**src/rtl/ps2_key_decoder.sv**
```systemverilog
// PS/2 set-2 keyboard receiver: conditions the raw PS/2 clock/data, deserializes
// frames, tracks E0/F0 prefixes and drives held-level key signals.
module ps2_key_decoder #(
   parameter int FILTER_LEN     = 8,
   parameter int TIMEOUT_CYCLES = 50000
) (
   input  logic       clk,
   input  logic       reset,
   input  logic       ps2_clk,
   input  logic       ps2_data,
   output logic       up,
   output logic       down,
   output logic       left,
   output logic       right,
   output logic       enter,
   output logic       space,
   output logic [7:0] scan_code,
   output logic       scan_valid,
   output logic       frame_err
);

   localparam int TW = (TIMEOUT_CYCLES > 2) ? $clog2(TIMEOUT_CYCLES) : 1;
   localparam logic [TW-1:0] TO_MAX = TW'(TIMEOUT_CYCLES - 1);

   typedef enum logic [1:0] {
      S_IDLE,
      S_DATA,
      S_PARITY,
      S_STOP
   } state_t;

   state_t                state;
   logic                  clk_s1, clk_s2;
   logic                  dat_s1, dat_s2;
   logic [FILTER_LEN-1:0] filt_sr;
   logic                  filt_lvl;
   logic                  filt_d;
   logic                  fall;
   logic [7:0]            shift_reg;
   logic                  par_bit;
   logic [2:0]            bit_cnt;
   logic [TW-1:0]         to_cnt;
   logic                  ext;
   logic                  brk;

   // Two-flop synchronizers for the asynchronous PS/2 lines
   always_ff @(posedge clk or posedge reset) begin
      if (reset) begin
         clk_s1 <= 1'b0;
         clk_s2 <= 1'b0;
         dat_s1 <= 1'b0;
         dat_s2 <= 1'b0;
      end else begin
         clk_s1 <= ps2_clk;
         clk_s2 <= clk_s1;
         dat_s1 <= ps2_data;
         dat_s2 <= dat_s1;
      end
   end

   // Glitch filter: the filtered clock only changes when every tap agrees
   always_ff @(posedge clk or posedge reset) begin
      if (reset) begin
         filt_sr  <= '1;
         filt_lvl <= 1'b1;
         filt_d   <= 1'b1;
      end else begin
         filt_sr <= {filt_sr[FILTER_LEN-2:0], clk_s2};
         if (filt_sr == '0) begin
            filt_lvl <= 1'b0;
         end else if (filt_sr == '1) begin
            filt_lvl <= 1'b1;
         end
         filt_d <= filt_lvl;
      end
   end

   // Single-cycle strobe on a filtered 1->0 transition
   always_comb begin
      fall = filt_d & ~filt_lvl;
   end

   // Frame receiver, timeout supervision, prefix tracking and key decode
   always_ff @(posedge clk or posedge reset) begin
      if (reset) begin
         state      <= S_IDLE;
         shift_reg  <= '0;
         par_bit    <= 1'b0;
         bit_cnt    <= '0;
         to_cnt     <= '0;
         ext        <= 1'b0;
         brk        <= 1'b0;
         up         <= 1'b0;
         down       <= 1'b0;
         left       <= 1'b0;
         right      <= 1'b0;
         enter      <= 1'b0;
         space      <= 1'b0;
         scan_code  <= '0;
         scan_valid <= 1'b0;
         frame_err  <= 1'b0;
      end else begin
         scan_valid <= 1'b0;
         frame_err  <= 1'b0;
         if (state != S_IDLE && !fall) begin
            if (to_cnt == TO_MAX) begin
               state     <= S_IDLE;
               frame_err <= 1'b1;
               ext       <= 1'b0;
               brk       <= 1'b0;
               to_cnt    <= '0;
            end else begin
               to_cnt <= to_cnt + 1'b1;
            end
         end else if (fall) begin
            to_cnt <= '0;
            case (state)
               S_IDLE: begin
                  if (!dat_s2) begin
                     state   <= S_DATA;
                     bit_cnt <= '0;
                  end else begin
                     frame_err <= 1'b1;
                  end
               end
               S_DATA: begin
                  shift_reg <= {dat_s2, shift_reg[7:1]};
                  bit_cnt   <= bit_cnt + 3'd1;
                  if (bit_cnt == 3'd7) begin
                     state <= S_PARITY;
                  end
               end
               S_PARITY: begin
                  par_bit <= dat_s2;
                  state   <= S_STOP;
               end
               S_STOP: begin
                  state <= S_IDLE;
                  if ((^{shift_reg, par_bit}) && dat_s2) begin
                     scan_code  <= shift_reg;
                     scan_valid <= 1'b1;
                     if (shift_reg == 8'hE0) begin
                        ext <= 1'b1;
                     end else if (shift_reg == 8'hF0) begin
                        brk <= 1'b1;
                     end else begin
                        case (shift_reg)
                           8'h75: if (ext) up <= !brk;
                           8'h72: if (ext) down <= !brk;
                           8'h6B: if (ext) left <= !brk;
                           8'h74: if (ext) right <= !brk;
                           8'h5A: enter <= !brk;
                           8'h29: if (!ext) space <= !brk;
                           default: ;
                        endcase
                        ext <= 1'b0;
                        brk <= 1'b0;
                     end
                  end else begin
                     frame_err <= 1'b1;
                     ext       <= 1'b0;
                     brk       <= 1'b0;
                  end
               end
               default: state <= S_IDLE;
            endcase
         end
      end
   end

endmodule
```
**config.mk**
```make
export PLATFORM = sky130hd
export DESIGN_NAME = ps2_key_decoder
export DESIGN_NICKNAME = d
export VERILOG_FILES = /design/src/rtl/ps2_key_decoder.sv
export SDC_FILE = /design/constraint.sdc
export NUM_CORES = 1
export LEC_CHECK = 0
export ABC_CLOCK_PERIOD_IN_PS = 2500
export CORE_MARGIN = 2
export CORE_UTILIZATION = 35
export DETAILED_ROUTE_END_ITERATION = 8
export REMOVE_ABC_BUFFERS = 1
export SKIP_CTS_REPAIR_TIMING = 1
export SLEW_MARGIN = 10
export SYNTH_ARGS = -nofsm -noshare
export SYNTH_HDL_FRONTEND = slang
export SYNTH_SLANG_ARGS = --single-unit
```
**constraint.sdc**
```tcl
create_clock -name clk -period 2.5 [get_ports clk]
set_clock_uncertainty 0.1 [all_clocks]
set_input_delay 0.25 -clock clk [delete_from_list [all_inputs] [get_ports clk]]
set_output_delay 0.25 -clock clk [all_outputs]
set_load 0.01 [all_outputs]
```
After elaboration in Yosys (flattened, before gate mapping)
Cells that the tools add are included.
- output and inout port bits: 16
- register bits after elaboration: 62
- eq/ne operators: 20
- bitwise gates (word level): 6
- mux-type cells: 36
- add/subtract/negate cells: 2
- reductions and logical operators: 25
- operators with widths (operator ; number):
    16-bit 2-to-1 mux ; 3
    8-bit by 7-bit equality test with 1-bit output (second input constant) ; 5
    8-bit AND reduction ; 5
    8-bit equality test (second input constant) ; 3
    1-bit 2-to-1 mux ; 24
    4-bit AND reduction ; 5
    16-bit by 1-bit adder with 16-bit output (second input constant) ; 1
    16-bit equality test (second input constant) ; 1
    2-bit 2-to-1 mux ; 5
    2-bit nonzero test ; 5
    3-bit inequality test (second input constant) ; 3
    9-bit XOR reduction ; 1
    8-bit by 6-bit equality test with 1-bit output (second input constant) ; 1
    8-bit logical NOT ; 1
    2-bit case mux with 4 select lines ; 1
    7-bit AND reduction ; 1
    3-bit case mux with 2 select lines ; 1
    3-bit AND reduction ; 2
    1-bit inverter ; 5
    2-bit equality test (second input constant) ; 2
    4-bit inequality test (second input constant) ; 1
    3-bit by 1-bit adder with 3-bit output (second input constant) ; 1
    3-bit equality test (second input constant) ; 1
    3-bit 2-to-1 mux ; 1
    8 further kinds ; 10

Logic depth before layout (Yosys ltp)
- word-level depth: 7
- mapped depth: 7

Least setup slack after synthesis
No wires, ideal clock.
- path kind: flip-flop to flip-flop
- start point: register shift_reg[3]
- end point: register scan_code[1]
- buffers on the path: 1
- data required time: 2.275 ns
- data arrival time: 1.869 ns
- clock period less this slack: 2.094 ns
- stages on the path, launching flop included: 7
- library setup time: 0.125 ns
- slack: 0.406 ns
- cells stage by stage: dfrtp_1 > buf_6 > xnor2_1 > xnor3_2 > xnor2_2 > nand3_4 > mux2_4
- longest elaborated chain between the ends: 3
- RTL lines (what ; line ; RTL):
    start: declaration ; 39 ; logic [7:0] shift_reg;
    start signal: assignment ; 127 ; shift_reg <= {dat_s2, shift_reg[7:1]};
    9-bit XOR reduction ; 139 ; if ((^{shift_reg, par_bit}) && dat_s2) begin
    1-bit logical AND ; 139 ;
    4-bit AND reduction (no line) ; - ;
    end signal: assignment ; 140 ; scan_code <= shift_reg;
    end: declaration ; 17 ; output logic [7:0] scan_code,
Every way passes these cells.
A chain may end at the register's enable or synchronous reset.

Worst setup path after layout
- start point: register shift_reg[3]
- end point: register scan_code[5]
Same word-level chain as after synthesis.

==> summary.txt <==
Power
  • Pleak: approximately 1.6 nW
  • PwrDens: slightly below 700 nW/µm²
  • Worst VDD drop: roughly 360 µV
  • Total Power: 0.00242 W

Yosys
  • Post-synthesis sequential area ratio: 51.8%
  • Main synth FF type: dfrtp_1
  • FFs w/ async S/R, synth: 100%
  • Number of synthesized flops with an enable pin: 0
  • Post-synthesis cell count: between 200 and 300
  • Post-synthesis register bit count: 62
  • YS warnings: 0
  • Avg Cell Area, Syn: roughly 11 µm²
  • Cell variety after synth: 59
  • Mapped cell area: just over 3000 µm²

Die
  • Io pins: 20
  • Core Area: between 8000 and 9000 µm²
  • Die X: 96.9 µm
  • Die Area: ~9400 µm²
  • # rows: 33
  • Starting Density: approximately 36%
  • Chip Height: 96.9 µm

Layout
  • Non-Filler Instances: about 400
  • Max reg flops: 16
  • Inserted Diodes: 0
  • Final instance area: between 3000 and 4000 µm²
  • Storage cell area: roughly 1600 µm²
  • Commonest cells after routing, fill and taps aside: 52 x dfrtp_1, 19 x clkdlybuf4s50_1, 18 x nand2_1, 15 x o21ai_0
  • Area of the multi-input gates: 1350 µm²
  • Most flops, register: to_cnt
  • Layout Nets: just over 300
  • Fill cell count: between 700 and 800
  • Area grow syn2layout: 16.9%
  • Layout cells sized above 1: between 20% and 30%
  • Commonest non-fill, non-tap cell in the layout: dfrtp_1

CTS
  • Clk buf depth: 2
  • CTS sink count: between 60 and 70
  • Worst-path clk slew: around 70 ps
  • Worst skew pair latency: 340 ps
  • Root buf cell: clkbuf_8
  • TritonCTS clock tree: done
  • Clock buffer count from CTS: 9
  • H-tree depth: 3

Detailed routing
  • Pre-antenna DRT Iters: 4
  • Initial drt markers: 169
  • DR vias/cell: 5.16
  • Residual DRC: 0
  • WL final: about 5800 µm
  • Post-route ant nets: 0
  • Routed vias: 2084
  • DR WL/cell: about 14 µm

Min path
  • HP Class: in2async

STA
  • Fin. max-slew vios: 0
  • Minimum clock period: ~2300 ps
  • Max Fclk: between 400 and 500 MHz
  • Final hold violations: 0
  • RSZ-0062 raised after global routing: false
  • Final WS setup: about 200 ps
  • Total negative slack: 0 ps
  • Max_slew headroom: a little under half
  • Final setup fails: 0
  • Worst Tran Pin Value: roughly 800 ps
  • Fin crit share: between 90% and 100%

Worst setup path
  • Crit-path max FO: 9
  • Critical path class: reg2reg
  • Critical Path RT: about 2600 ps
  • Startpoint Class: register
  • Worst EP arrival: 2410 ps
  • Worst Setup End Kind: register

Global route
  • Antenna violations before repair: 0
  • GRT overflow: 0
  • First-pass GRT wire length: approximately 10000 µm
  • Vias in the first global route: 2051
  • Largest net degree at the start of global routing: between 60 and 70
  • Gr usage total: between 10% and 20%

Outcome
  • Outcome: finished, final reports clean

Place
  • Port Buf Inserts: 19
  • RePlAce Congestion: about 0.81
  • Placed Area: 3340 µm²
  • Dpl hpwl: between 3000 and 4000 µm
  • Setup WS pre-CTS: approximately 220 ps
  • Dpl cells: just under 400

Job
  • Reported max-cap violation count: 0
routing by layer:
layer | GRT usage, % | routed length (µm) | vias to the layer above
met4 | 6.83 | 97 | 0
met3 | 2.82 | 161 | 7
li1 | - | - | 1025
met1 | 18.9 | 2950 | 1020
met2 | 18.3 | 2550 | 32
met5 | 0 | 0 | -
cells by family (layout without fill, tap and decap cells):
kind of cell | Yosys count | after routing | synth area share (%)
muxes | 19 | 19 | 7.96
DFF | 62 | 62 | 51.8
AOI/OAI and AO/OA | 54 | 54 | 11.5
and+or+nand+nor | 94 | 94 | 19.2
buffers and inverters | 25 | 55 | 3.61
xor gates and xnor gates | 8 | 8 | 3.07
adders and majority gates | 7 | 7 | 2.90
where the power goes:
| part | internal, W | switching [W] |
|---|---|---|
| Clock | 0.000440 | 0.000385 |
| Sequential | 0.00109 | 0.0000867 |
| Combinational | 0.000179 | 0.000235 |
| Total | 0.00171 | 0.000707 |
cell usage after synthesis (2+ instances only):
library cell / number / area share, %
nor2_1: 13 / 1.6
dfstp_2: 10 / 8.7
a21o_1: 4 / 1.0
a31oi_1: 2 / 0.41
dfrtp_1: 52 / 43
mux2i_1: 3 / 1.0
nand4b_1: 2 / 0.58
xnor2_1: 5 / 1.5
o21ai_1: 3 / 0.50
ha_1: 7 / 2.9
buf_6: 2 / 0.75
nand3_1: 10 / 1.7
o31ai_1: 3 / 0.75
or4b_4: 2 / 0.91
a22o_1: 6 / 1.7
nor4_1: 4 / 0.83
inv_1: 14 / 1.7
nor2b_1: 2 / 0.41
or3_2: 2 / 0.50
clkbuf_1: 9 / 1.1
mux2_2: 8 / 3.0
and4b_1: 2 / 0.66
nand3b_1: 3 / 0.75
nand2b_1: 3 / 0.62
nor3b_1: 3 / 0.75
a21oi_1: 11 / 1.8
nor3_1: 6 / 1.0
nand4_1: 5 / 1.0
or3_1: 2 / 0.41
and2_1: 4 / 0.83
o21ai_0: 15 / 2.5
nand2_1: 18 / 2.2
mux2_4: 8 / 4.0
worst max-delay path, stage by stage (launching register included):
cell and delay (ps):
dfrtp_1 470, xnor2_1 180, xnor3_2 540, xnor2_2 310
nand3_4 220, mux2_4 350
cell type report:
cell class              count  share of cell area [%]
clock inverters             3                   0.532
repair buffers             25                    7.02
flip-flops and latches     62                    44.3
clock buffers              13                    4.79
multi-input cells         182                    38.1
inverters                  14                    1.49
well taps                 105                    3.72
per-stage QoR:
stage | utilization [%] | hold WS [ps]
3_5_place_dp | 40.3 | 238
3_3_place_gp | 40.3 | 236
5_1_grt | 42.5 | 223
2_1_floorplan | - | 181
6_report | 42.5 | 187
4_1_cts | 42.5 | 200
final timing paths:
check	start	endpoint	slack (ps)	cells after the start
worst min register to register	clk_s1	clk_s2	250	0
max in group asynchronous	reset	filt_sr[7]	1810	3
min in group clk	ps2_clk	clk_s1	250	1
worst max register to register	shift_reg[3]	scan_code[5]	200	5
worst max-delay path	shift_reg[3]	scan_code[5]	200	5
worst min-delay path	reset	to_cnt[11]	190	3
Power figures use the tool's default switching activity.
